$ cat config.mk
export PLATFORM = sky130hd
export DESIGN_NAME = mem_arbiter
export DESIGN_NICKNAME = d
export VERILOG_FILES = /design/src/rtl/mem_arb_pkg.sv /design/src/rtl/arb_req_slot.sv /design/src/rtl/mem_arbiter.sv
export SDC_FILE = /design/constraint.sdc
export NUM_CORES = 1
export LEC_CHECK = 0
export BUFFER_PORTS_ARGS = -buffer_cell sky130_fd_sc_hd__buf_2
export CORE_AREA = 2 2 242 244
export CTS_CLUSTER_SIZE = 24
export DETAILED_ROUTE_END_ITERATION = 16
export DIE_AREA = 0 0 244 246
export HOLD_SLACK_MARGIN = 0.1
export PLACE_DENSITY = 0.62
export SLEW_MARGIN = 20
export SYNTH_ARGS = -nofsm -noshare
export SYNTH_HDL_FRONTEND = slang
export SYNTH_SLANG_ARGS = --single-unit
$ cat constraint.sdc
create_clock -name clk_i -period 18.1 [get_ports clk_i]
set_input_delay 0.905 -clock clk_i [delete_from_list [all_inputs] [get_ports clk_i]]
set_output_delay 0.905 -clock clk_i [all_outputs]
set_load 0.02 [all_outputs]
$ cat src/rtl/mem_arb_pkg.sv
// -----------------------------------------------------------------------------
// mem_arb_pkg
// Shared types and defaults for the instruction/data cache memory arbiter.
//   arb_state_e : arbiter FSM states (IDLE, ISSUE, WAIT)
//   owner_e     : which requester owns the memory port (OWN_IC, OWN_DC)
//   ADDR_W_DFLT : default byte-address width
//   LINE_W_DFLT : default cache-line width
// -----------------------------------------------------------------------------
package mem_arb_pkg;

   localparam int ADDR_W_DFLT = 20;
   localparam int LINE_W_DFLT = 128;

   typedef enum logic [1:0] {
      IDLE  = 2'd0,
      ISSUE = 2'd1,
      WAIT  = 2'd2
   } arb_state_e;

   typedef enum logic {
      OWN_IC = 1'b0,
      OWN_DC = 1'b1
   } owner_e;

endpackage

$ cat src/rtl/arb_req_slot.sv
// -----------------------------------------------------------------------------
// arb_req_slot
// One pending-request slot. A set pulse captures the payload and raises
// pending; pending stays high through arbitration and service and drops only
// on clr (completion of this requester's transaction). A set pulse that
// arrives while pending is high is ignored, except on the clr edge itself,
// where the new request is captured so back-to-back requests are not lost.
// Ports:
//   clk     : clock, rising edge
//   rst     : asynchronous active-high reset
//   set     : request pulse
//   clr     : completion of the slot's transaction
//   payload : request payload sampled on an accepted set
//   pending : slot holds a request (waiting or in service)
//   held    : captured payload
// -----------------------------------------------------------------------------
module arb_req_slot #(
   parameter int W = 8
) (
   input  logic         clk,
   input  logic         rst,
   input  logic         set,
   input  logic         clr,
   input  logic [W-1:0] payload,
   output logic         pending,
   output logic [W-1:0] held
);

   // NOTE: sequential state uses non-blocking assignments so every register
   // samples pre-edge values regardless of process evaluation order.
   always_ff @(posedge clk or posedge rst) begin
      if (rst) begin
         pending <= 1'b0;
         held    <= '0;
      end else if (set && (!pending || clr)) begin
         pending <= 1'b1;
         held    <= payload;
      end else if (clr) begin
         pending <= 1'b0;
      end
   end

endmodule

$ cat src/rtl/mem_arbiter.sv
// -----------------------------------------------------------------------------
// mem_arbiter
// Arbitrates instruction-cache refills and data-cache reads/writebacks onto a
// single memory port. Each requester has one pending slot; the FSM picks an
// owner in IDLE, issues a one-cycle memory command in ISSUE and waits for the
// memory response in WAIT, which is returned on the shared response bus with
// a one-cycle ready pulse to the owner.
// Configuration macro:
//   MEM_ARB_RR_EN : when both slots are pending, grant the requester not
//                   granted last (last-grant resets to the instruction cache).
//                   Undefined: fixed priority, data cache over instr. cache.
// Ports:
//   clk_i, rsn_i                       : clock, async active-high reset
//   ic_rqst_i, ic_addr_i               : instruction-cache refill request
//   dc_rqst_i, dc_we_i, dc_addr_i,
//   dc_wdata_i                         : data-cache read / writeback request
//   ic_ready_o, dc_ready_o             : per-requester response pulse
//   rsp_data_o, rsp_addr_o             : shared response line and address
//   mem_rqst_o, mem_we_o, mem_addr_o,
//   mem_wdata_o                        : memory command (held until next issue)
//   mem_ready_i, mem_data_i, mem_addr_i: memory response
// -----------------------------------------------------------------------------
module mem_arbiter
   import mem_arb_pkg::*;
#(
   parameter int ADDR_W = ADDR_W_DFLT,
   parameter int LINE_W = LINE_W_DFLT
) (
   input  logic              clk_i,
   input  logic              rsn_i,
   input  logic              ic_rqst_i,
   input  logic [ADDR_W-1:0] ic_addr_i,
   input  logic              dc_rqst_i,
   input  logic              dc_we_i,
   input  logic [ADDR_W-1:0] dc_addr_i,
   input  logic [LINE_W-1:0] dc_wdata_i,
   output logic              ic_ready_o,
   output logic              dc_ready_o,
   output logic [LINE_W-1:0] rsp_data_o,
   output logic [ADDR_W-1:0] rsp_addr_o,
   output logic              mem_rqst_o,
   output logic              mem_we_o,
   output logic [ADDR_W-1:0] mem_addr_o,
   output logic [LINE_W-1:0] mem_wdata_o,
   input  logic              mem_ready_i,
   input  logic [LINE_W-1:0] mem_data_i,
   input  logic [ADDR_W-1:0] mem_addr_i
);

   localparam int DC_W = 1 + ADDR_W + LINE_W;

   arb_state_e        state, state_nxt;
   owner_e            owner;
   owner_e            sel;
   logic              grant_en;
   logic              done;

   logic              ic_pend, dc_pend;
   logic              ic_clr, dc_clr;
   logic [ADDR_W-1:0] ic_addr_h;
   logic              dc_we_h;
   logic [ADDR_W-1:0] dc_addr_h;
   logic [LINE_W-1:0] dc_wdata_h;

   assign ic_clr = done && (owner == OWN_IC);
   assign dc_clr = done && (owner == OWN_DC);

   arb_req_slot #(.W(ADDR_W)) u_ic_slot (
      .clk     (clk_i),
      .rst     (rsn_i),
      .set     (ic_rqst_i),
      .clr     (ic_clr),
      .payload (ic_addr_i),
      .pending (ic_pend),
      .held    (ic_addr_h)
   );

   arb_req_slot #(.W(DC_W)) u_dc_slot (
      .clk     (clk_i),
      .rst     (rsn_i),
      .set     (dc_rqst_i),
      .clr     (dc_clr),
      .payload ({dc_we_i, dc_addr_i, dc_wdata_i}),
      .pending (dc_pend),
      .held    ({dc_we_h, dc_addr_h, dc_wdata_h})
   );

   // Owner selection; only consulted in IDLE, where neither slot is in service.
`ifdef MEM_ARB_RR_EN
   owner_e last_grant;

   always_ff @(posedge clk_i or posedge rsn_i) begin
      if (rsn_i)         last_grant <= OWN_IC;
      else if (grant_en) last_grant <= sel;
   end

   always_comb begin
      if (ic_pend && dc_pend) sel = (last_grant == OWN_IC) ? OWN_DC : OWN_IC;
      else                    sel = dc_pend ? OWN_DC : OWN_IC;
   end
`else
   always_comb begin
      sel = dc_pend ? OWN_DC : OWN_IC;
   end
`endif

   always_ff @(posedge clk_i or posedge rsn_i) begin
      if (rsn_i) state <= IDLE;
      else       state <= state_nxt;
   end

   // NOTE: every signal written here gets a default first; a path that left
   // one unassigned would infer a latch.
   always_comb begin
      state_nxt = state;
      grant_en  = 1'b0;
      done      = 1'b0;
      unique case (state)
         IDLE: begin
            if (ic_pend || dc_pend) begin
               grant_en  = 1'b1;
               state_nxt = ISSUE;
            end
         end
         ISSUE: state_nxt = WAIT;
         WAIT: begin
            // mem_ready_i is only meaningful here; elsewhere it is ignored.
            if (mem_ready_i) begin
               done      = 1'b1;
               state_nxt = IDLE;
            end
         end
         default: state_nxt = IDLE;
      endcase
   end

   // Registered outputs: the command is loaded on the IDLE->ISSUE edge and
   // held until the next grant; mem_rqst_o is therefore high exactly in ISSUE.
   always_ff @(posedge clk_i or posedge rsn_i) begin
      if (rsn_i) begin
         owner       <= OWN_IC;
         mem_rqst_o  <= 1'b0;
         mem_we_o    <= 1'b0;
         mem_addr_o  <= '0;
         mem_wdata_o <= '0;
         ic_ready_o  <= 1'b0;
         dc_ready_o  <= 1'b0;
         rsp_data_o  <= '0;
         rsp_addr_o  <= '0;
      end else begin
         mem_rqst_o <= grant_en;
         ic_ready_o <= ic_clr;
         dc_ready_o <= dc_clr;
         if (grant_en) begin
            owner <= sel;
            if (sel == OWN_DC) begin
               mem_we_o    <= dc_we_h;
               mem_addr_o  <= dc_addr_h;
               mem_wdata_o <= dc_wdata_h;
            end else begin
               mem_we_o    <= 1'b0;
               mem_addr_o  <= ic_addr_h;
               mem_wdata_o <= '0;
            end
         end
         if (done) begin
            rsp_data_o <= mem_data_i;
            rsp_addr_o <= mem_addr_i;
         end
      end
   end

endmodule

Word-level counts from Yosys, hierarchy flattened
Index checks and enable logic that the tools add are counted.
{"block": "totals", "in_bits": 322, "elab_cells": 47, "ff_bits": 474, "out_inout_bits": 300}
{"block": "classes", "reduce_logical": 13, "n_bitwise": 1, "eq_ne": 4, "mux": 15}
{"cell": "128-bit 2-to-1 mux", "count": 1}
{"cell": "20-bit 2-to-1 mux", "count": 1}
{"cell": "1-bit 2-to-1 mux", "count": 10}
{"cell": "2-bit case mux with 3 select lines", "count": 1}
{"cell": "1-bit logical AND", "count": 4}
{"cell": "2-bit 2-to-1 mux", "count": 2}
{"cell": "2-bit != test (second input constant)", "count": 2}
{"cell": "2-bit nonzero test", "count": 2}
{"cell": "1-bit logical OR", "count": 3}
{"cell": "2-bit by 1-bit equality test with 1-bit output (second input constant)", "count": 1}
{"cell": "2-bit equality test (second input constant)", "count": 1}
{"cell": "1-bit zero test", "count": 2}
{"cell": "2-bit zero test", "count": 1}
{"cell": "2-bit AND reduction", "count": 1}
{"cell": "1-bit inverter", "count": 1}

Logic depth before layout (Yosys ltp)
Gate-level depths: netlist (run 1).
{"block": "depth", "depth_word": 6, "mapped_depth": 6, "depth_no_buf": 4}

By module
Synthesis (run 1) repeated with hierarchy kept, for this count alone.
{"block": "unflattened", "hier_cells": 1048, "hier_area_um2": 18144.9}
{"mod": "mem_arbiter", "area_per_inst_um2": 11244.5, "seq_area_each_um2": 7582.3, "instances": 1, "cells_each": 682}
{"mod": "arb_req_slot at u_dc_slot", "area_per_inst_um2": 5998.3, "seq_area_each_um2": 3753.6, "instances": 1, "cells_each": 319}
{"mod": "arb_req_slot at u_ic_slot", "area_per_inst_um2": 902.1, "seq_area_each_um2": 525.5, "instances": 1, "cells_each": 47}

Worst setup path before layout (run 1)
No wires, ideal clock.
{"block": "synth_path", "path_kind": "input -> register", "from": "input mem_ready_i", "to": "register u_dc_slot.held[90]", "slack_ns": 16.074, "t_arrival_ns": 1.901, "t_required_ns": 17.975, "stages": 5, "path_buffers": 2, "setup_time_ns": 0.125, "path_cell_list": "nand4b_2 > a21boi_4 > buf_8 > buf_6 > mux2_2"}
{"block": "synth_between", "elab_chain_len": 5}
{"element": "from (decl)", "line": "mem_arbiter.sv:45", "rtl": "input logic mem_ready_i,"}
{"element": "1-bit 2-to-1 mux", "line": "mem_arbiter.sv:128", "rtl": "if (mem_ready_i) begin"}
{"element": "1-bit 2-to-1 mux", "line": "mem_arbiter.sv:118", "rtl": "unique case (state)"}
{"element": "1-bit logical AND", "line": "mem_arbiter.sv:66", "rtl": "assign dc_clr = done && (owner == OWN_DC);"}
{"element": "1-bit logical OR", "line": "arb_req_slot.sv:35", "rtl": "end else if (set && (!pending || clr)) begin"}
{"element": "1-bit logical AND", "line": "arb_req_slot.sv:35"}
{"element": "to (signal assigned)", "line": "arb_req_slot.sv:37", "rtl": "held <= payload;"}
{"element": "to (decl)", "line": "arb_req_slot.sv:26", "rtl": "output logic [W-1:0] held"}
Every way passes these cells.
A chain may end at the register's enable or synchronous reset.

Worst setup path after layout (run 1)
{"block": "layout_path", "from": "register state[0]", "to": "register u_dc_slot.held[7]"}
{"block": "layout_between", "elab_chain_len": 5}
{"element": "from (decl)", "line": "mem_arbiter.sv:52", "rtl": "arb_state_e state, state_nxt;"}
{"element": "from (signal assigned)", "line": "mem_arbiter.sv:109", "rtl": "else state <= state_nxt;"}
{"element": "2-bit equality test", "line": "mem_arbiter.sv:118"}
{"element": "1-bit 2-to-1 mux", "line": "mem_arbiter.sv:118"}
{"element": "1-bit logical AND", "line": "mem_arbiter.sv:66"}
{"element": "1-bit logical OR", "line": "arb_req_slot.sv:35"}
{"element": "1-bit logical AND", "line": "arb_req_slot.sv:35"}
Every way passes these cells.

==> reports/results.ini, run 1 <==
[setup_path]
path_cells=nand4b_2 > a21boi_4 > buf_4 > buf_4 > mux2_2
rr_worst_depth=5
crit_path_max_fanout=63
start_kind=flop
r2r_start=state[0]$_DFFE_PP0P_
reg2reg_slack_ns=14.31
max_stage_delay_ns=0.80
worstPathRequired_ns=18.55
worstPathArrival_ns=4.24
critPathCaptureType=flop
critical_path_class=flop to flop
critPathSlowestCell=buf_4
startpoint=state[0]$_DFFE_PP0P_
crit_top_cell=buf_4
r2r_end=u_dc_slot.held[7]$_DFFE_PP0P_

[clock_tree]
cts_tree=done
ctsResizeCount=0
clk_transition_reported_paths_ns=0.06
insertion_delay_ns=0.58
cts_buffers=51
cts_max_path_buffers=3
h-tree-depth=2
clkSinkCount=474
postCtsSetupBuffers=0
cts_root_buffer=clkbuf_16
hold_buffers=0

[die]
io_pins=622
initial_core_util_pct=30.60
dieArea_um2=60020
die_w_um=244
fp-row-count=88
die_h_um=246
core_area_um2=57370

[layout]
final_core_util_pct=40.34
area_growth_syn_to_layout_pct=31.84
multi_input_area_um2=5286
regArea_um2=11860
final_nets=1986
layout_common_cells=buf_2, dfrtp_1, mux2_2
mostFrequentLayoutCell=buf_2
final_layout_size_suffix_gt1_share_pct=62.66
nFillCells=5365

[power_and_ir_drop]
p_per_area_nw_per_um2=206.3
seqPwrFrac_pct=39.1
power_frac_comb_pct=37.9
p_sw_mw=1.707
clockPowerShare_pct=23.0
p_total_mw=4.774
intPower_mw=3.066
irDropWorstVdd_v=0.0001135
switching_share_pct=35.77
p_leak_nw=11.27

[synth]
synth_top_area_cell=dfrtp_1
synth_xor_area_share_pct=0
ys_seq_area_share_pct=67.57
yosys_register_bits=474
synth_top_family_by_area=multiplexers
synth_compound_area_share_pct=6.729
synth-async-reset-ratio_pct=100.0
syn-num-nets=1368
synth_flop_cell=dfrtp_1
ys_top_cells_by_area=dfrtp_1, mux2_2, a22o_1
synth-simple-area-share_pct=0.2780
syn_area_per_cell_um2=16.78
synth_fa_ha_area_share_pct=0
synthDominantCellAreaShare_pct=67.57
synth_mux_area_share_pct=22.97
synth_edf_count=0
synth_area_um2=17550
ys_warn_count=0
synthDistinctLibCells=20
synthCells=1046

[sta]
fin_crit_sh_pct=20.95
finalSetupTns_ns=0
slew_headroom_pct=30.91
setup_slack_ns=14.31
setup_viol=0
tightest_slew_ns=1.036
clock.fmax_ghz=0.2637
rsz0062_at_grt=no
hold_slack_ns=0.4769
maxSlewViolCount=0
final_hold_viol_count=0
layout_min_cycle_time_ns=3.792
fin_worst_skew_ns=0.01745

[min_path]
hp-class=primary input to asynchronous set/reset pin

[placed_design]
post-place-ws_ns=13.78
numPortBuffers=621
gp_congestion=0.8104
dp_hpwl_um=34020

[job]
cap_violations=0

[route]
wire_per_inst_um=19.51
drt-total-wl_um=48300
drc=0
dr.pass1.iters=4
drtIter0Drc=479
ant_nets=0
vias_per_cell=4.580
vias=11335

[outcome]
status=complete, no violations

[global_routing]
grt_pass1_wl_um=72150
grt_usage_pct=15.54
antenna_found_initial=8
grt_pass1_vias=11750
grt.overflow.total=0
grt_start_max_net_pins=170

[kinds of logic (layout without fill, tap and decap cells)]
kind of cell	count (synthesis)	count (layout)
buf+inv	73	733
simple gates	6	6
mux	358	358
other cells	0	4
flops	474	474
compound gates	135	135
[cells in the mapped netlist, types with 2 or more instances]
cell / instances
a21o_1: 2
a22o_1: 129
buf_2: 44
buf_6: 12
clkbuf_1: 10
dfrtp_1: 474
inv_1: 5
mux2_1: 11
mux2_2: 347
nor2_1: 2
[through the flow]
step,cells,instance area (µm²)
after detailed placement,2376,21340
after floorplan,1046,17550
after global placement,2376,21330
final,2475,23140
after CTS,2471,23130
after global routing,2473,23140
[power by group through the flow]
| stage | registers (mW) | logic, mW | clock network (mW) |
|---|---|---|---|
| after floorplan | 2.24 | 0.840 | 0 |
| after global placement | 1.86 | 1.80 | 0 |
| after detailed placement | 1.88 | 1.84 | 0 |
| after CTS | 1.87 | 1.84 | 1.13 |
| after global routing | 1.93 | 1.93 | 1.18 |
| final | 1.87 | 1.81 | 1.10 |
[layer usage]
layer	track usage (%)	vias to the layer above	part of all wire, %
li1	-	5044	-
met1	19.72	5834	40
met2	25.95	373	50
met3	3.976	80	7.1
met4	5.004	4	2.6
met5	0	-	0.058
[worst max-delay path, delay by kind of cell (launching register included)]
family | cells | cell delay [ns]
mux | 1 | 0.42
simple gates | 1 | 0.29
compound gates | 1 | 0.77
buf+inv | 2 | 1.57
flops | 1 | 0.42
[flip-flops by register name (all words and copies together) (netlist names), 2 cells and up]
| signal | cells |
|---|---|
| mem_wdata_o | 128 |
| rsp_data_o | 128 |
| mem_addr_o | 20 |
| u_dc_slot.held | 149 |
| rsp_addr_o | 20 |
| u_ic_slot.held | 20 |
| state | 2 |
[layout make-up]
| class | instances | share of cell area (%) |
|---|---|---|
| Multi-Input combinational cell | 499 | 22.84 |
| Timing Repair Buffer | 633 | 13.89 |
| Antenna cell | 4 | 0.04325 |
| Tap cell | 765 | 4.136 |
| Clock buffer | 75 | 6.428 |
| Sequential cell | 474 | 51.25 |
| Inverter | 5 | 0.1135 |
| Clock inverter | 20 | 1.292 |
[worst max path at each step]
stage                     slack [ns]                             end  cells after the start
final                          14.31   u_dc_slot.held[7]$_DFFE_PP0P_                      5
after global routing           14.07   u_dc_slot.held[7]$_DFFE_PP0P_                      5
after CTS                      14.28  u_dc_slot.held[63]$_DFFE_PP0P_                      5
after detailed placement       13.78  u_dc_slot.held[40]$_DFFE_PP0P_                      6
after global placement         13.84  u_dc_slot.held[62]$_DFFE_PP0P_                      6
after floorplan                 3.97            dc_ready_o$_DFF_PP0_                      1
No activity file was read; power rests on OpenSTA's default activity.
==> run 2, diff against run 1 <==
--- a/config.mk
+++ b/config.mk
@@ -5,13 +5,14 @@
 export SDC_FILE = /design/constraint.sdc
 export NUM_CORES = 1
 export LEC_CHECK = 0
+export ABC_AREA = 1
 export BUFFER_PORTS_ARGS = -buffer_cell sky130_fd_sc_hd__buf_2
-export CORE_AREA = 2 2 242 244
+export CORE_AREA = 2 2 243 245
 export CTS_CLUSTER_SIZE = 24
 export DETAILED_ROUTE_END_ITERATION = 16
-export DIE_AREA = 0 0 244 246
+export DIE_AREA = 0 0 245 247
 export HOLD_SLACK_MARGIN = 0.1
-export PLACE_DENSITY = 0.62
+export PLACE_DENSITY = 0.65
 export SLEW_MARGIN = 20
 export SYNTH_ARGS = -nofsm -noshare
 export SYNTH_HDL_FRONTEND = slang
==> constraint.sdc (replaced) <==
create_clock -name clk_i -period 3.06 [get_ports clk_i]
set_input_delay 0.153 -clock clk_i [delete_from_list [all_inputs] [get_ports clk_i]]
set_output_delay 0.153 -clock clk_i [all_outputs]
set_load 0.02 [all_outputs]
==> reports/results.ini, run 2 <==
[route]
wire_per_inst_um=18.85
vias=17994
ant_nets=0
dr.pass1.iters=5
drtIter0Drc=1121
vias_per_cell=4.779
drc=0
drt-total-wl_um=70990

[die]
initial_core_util_pct=32.24
die_w_um=245
io_pins=622
dieArea_um2=60520
fp-row-count=89
die_h_um=247
core_area_um2=58240

[sta]
fin_crit_sh_pct=82.72
fin_worst_skew_ns=0.01415
final_hold_viol_count=0
rsz0062_at_grt=no
tightest_slew_ns=0.8644
setup_viol=0
slew_headroom_pct=42.38
setup_slack_ns=0.5288
clock.fmax_ghz=0.3951
layout_min_cycle_time_ns=2.531
maxSlewViolCount=0

[placed_design]
post-place-ws_ns=0.8745
dp_hpwl_um=44090
gp_congestion=0.8447
numPortBuffers=621
placedCellCount=3319

[setup_path]
critical_path_class=flop to flop
worstPathArrival_ns=3.05
start_kind=flop
worstPathRequired_ns=3.58
critPathCaptureType=flop
crit_path_max_fanout=129

[power_and_ir_drop]
seqPwrFrac_pct=37.8
switching_share_pct=42.02
intPower_mw=16.35
p_per_area_nw_per_um2=1013
p_leak_nw=15.13
power_frac_comb_pct=39.4
p_sw_mw=11.85
clockPowerShare_pct=22.8
irDropWorstVdd_v=0.0007369

[layout]
final_nets=3268
largest_register_ffs=149
regArea_um2=11870
multi_input_area_um2=5687
final_core_util_pct=47.77
instances_no_fill=3765
reg_top3=u_dc_slot.held x149, mem_wdata_o x128, rsp_data_o x128
area_growth_syn_to_layout_pct=48.17
layout_common_cells=nand2_1, buf_2, dfrtp_1
top_register=u_dc_slot.held
nFillCells=5300
final_layout_size_suffix_gt1_share_pct=24.80

[clock_tree]
clk_transition_reported_paths_ns=0.07
h-tree-depth=2
cts_max_path_buffers=3
postCtsSetupBuffers=0
insertion_delay_ns=0.58
cts_buffers=51
clkSinkCount=474
cts_root_buffer=clkbuf_16
cts_tree=done

[synth]
synth-async-reset-ratio_pct=100.0
ys_warn_count=0
synth_top_area_cell=dfrtp_1
synth_flop_cell=dfrtp_1
synthCells=2045
yosysMostFrequentCell=nand2_1
ys_seq_area_share_pct=63.17
synthDominantCellAreaShare_pct=63.17
synth_area_um2=18780
syn_area_per_cell_um2=9.182
ys_top_cells_by_count=nand2_1, dfrtp_1, nand3_1, o21ai_0, inv_1
synthDistinctLibCells=16
yosys_register_bits=474
synth_edf_count=0
ys_top_cells_by_area=dfrtp_1, nand2_1, nand3_1
syn-num-nets=2367

[global_routing]
grt_usage_pct=22.75
grt_pass1_wl_um=106700
grt_start_max_net_pins=130
grt.overflow.total=0
grt_pass1_vias=17997
antenna_found_initial=11

[outcome]
status=complete, no violations

[min_path]
hp-class=primary input to flop

[job]
cap_violations=0

[run 2: worst paths after layout]
kind	start	to	slack [ns]	cells past startpoint
min in group asynchronous	rsn_i	mem_wdata_o[106]$_DFFE_PP0P_	0.24	3
max reg2reg	state[0]$_DFFE_PP0P_	u_dc_slot.held[108]$_DFFE_PP0P_	0.53	7
min reg2reg	u_dc_slot.held[71]$_DFFE_PP0P_	u_dc_slot.held[71]$_DFFE_PP0P_	0.47	2
max in group asynchronous	rsn_i	rsp_addr_o[11]$_DFFE_PP0P_	1.86	4
max	state[0]$_DFFE_PP0P_	u_dc_slot.held[108]$_DFFE_PP0P_	0.53	7
min	dc_rqst_i	u_dc_slot.held[88]$_DFFE_PP0P_	0.18	4
[run 2: layout make-up]
type	count	share of cell area (%)
inverter	154	2.091
sequential	474	42.65
clock buffer	72	5.347
tap	773	3.476
clock inverter	19	0.8680
antenna	8	0.07196
multi-input combinational	1267	20.44
timing repair buffer	998	25.06
[run 2: through the flow]
step           TNS (ns)  area (µm²)  hold WS (ns)  power (mW)
2_1_floorplan  -1665.55       18780        0.2975       17.14
3_3_place_gp          0       22600        0.2950       21.10
3_5_place_dp          0       22600        0.2952       21.30
4_1_cts               0       27800        0.1803       28.25
5_1_grt               0       27820        0.2075       30.00
6_report              0       27820        0.1812       28.20
[run 2: cell families after synthesis]
family / count (synthesis) / synth area share (%)
multiplexers: 20 / 1.066
buffers and inverters: 304 / 6.730
AO/OA/AOI/OAI: 299 / 7.983
flip-flops: 474 / 63.17
AND/OR/NAND/NOR: 948 / 21.05
[run 2: power by group through the flow]
stage                     registers [mW]  logic (mW)  clock network [mW]
after global routing                11.0        12.2                6.84
after CTS                           10.6        11.1                6.57
after global placement              10.6        10.5                   0
after detailed placement            10.7        10.6                   0
final                               10.7        11.1                6.43
after floorplan                     12.4        4.75                   0
[run 2: per-layer routing]
metal,vias up,routed length [µm],track usage (%)
met1,8642,27670,27.78
met4,8,4073,12.07
met3,204,5245,5.633
met2,774,33950,37.22
li1,8366,-,-
met5,-,52,0
[run 2: worst max-delay path: stages (launching register included)]
cell           delay (ns)
dfrtp_1              0.37
inv_1                0.19
nand4_1              0.20
nand2_4              0.30
buf_12               0.41
nand3_1              0.16
dlygate4sd3_1        0.61
nand2_1              0.07
[run 2: what timing repair did]
item / in CTS / in global routing
endpoints found under the hold margin: 328 / 0
hold buffers: 347 / 0
gates resized for setup: 0 / 0
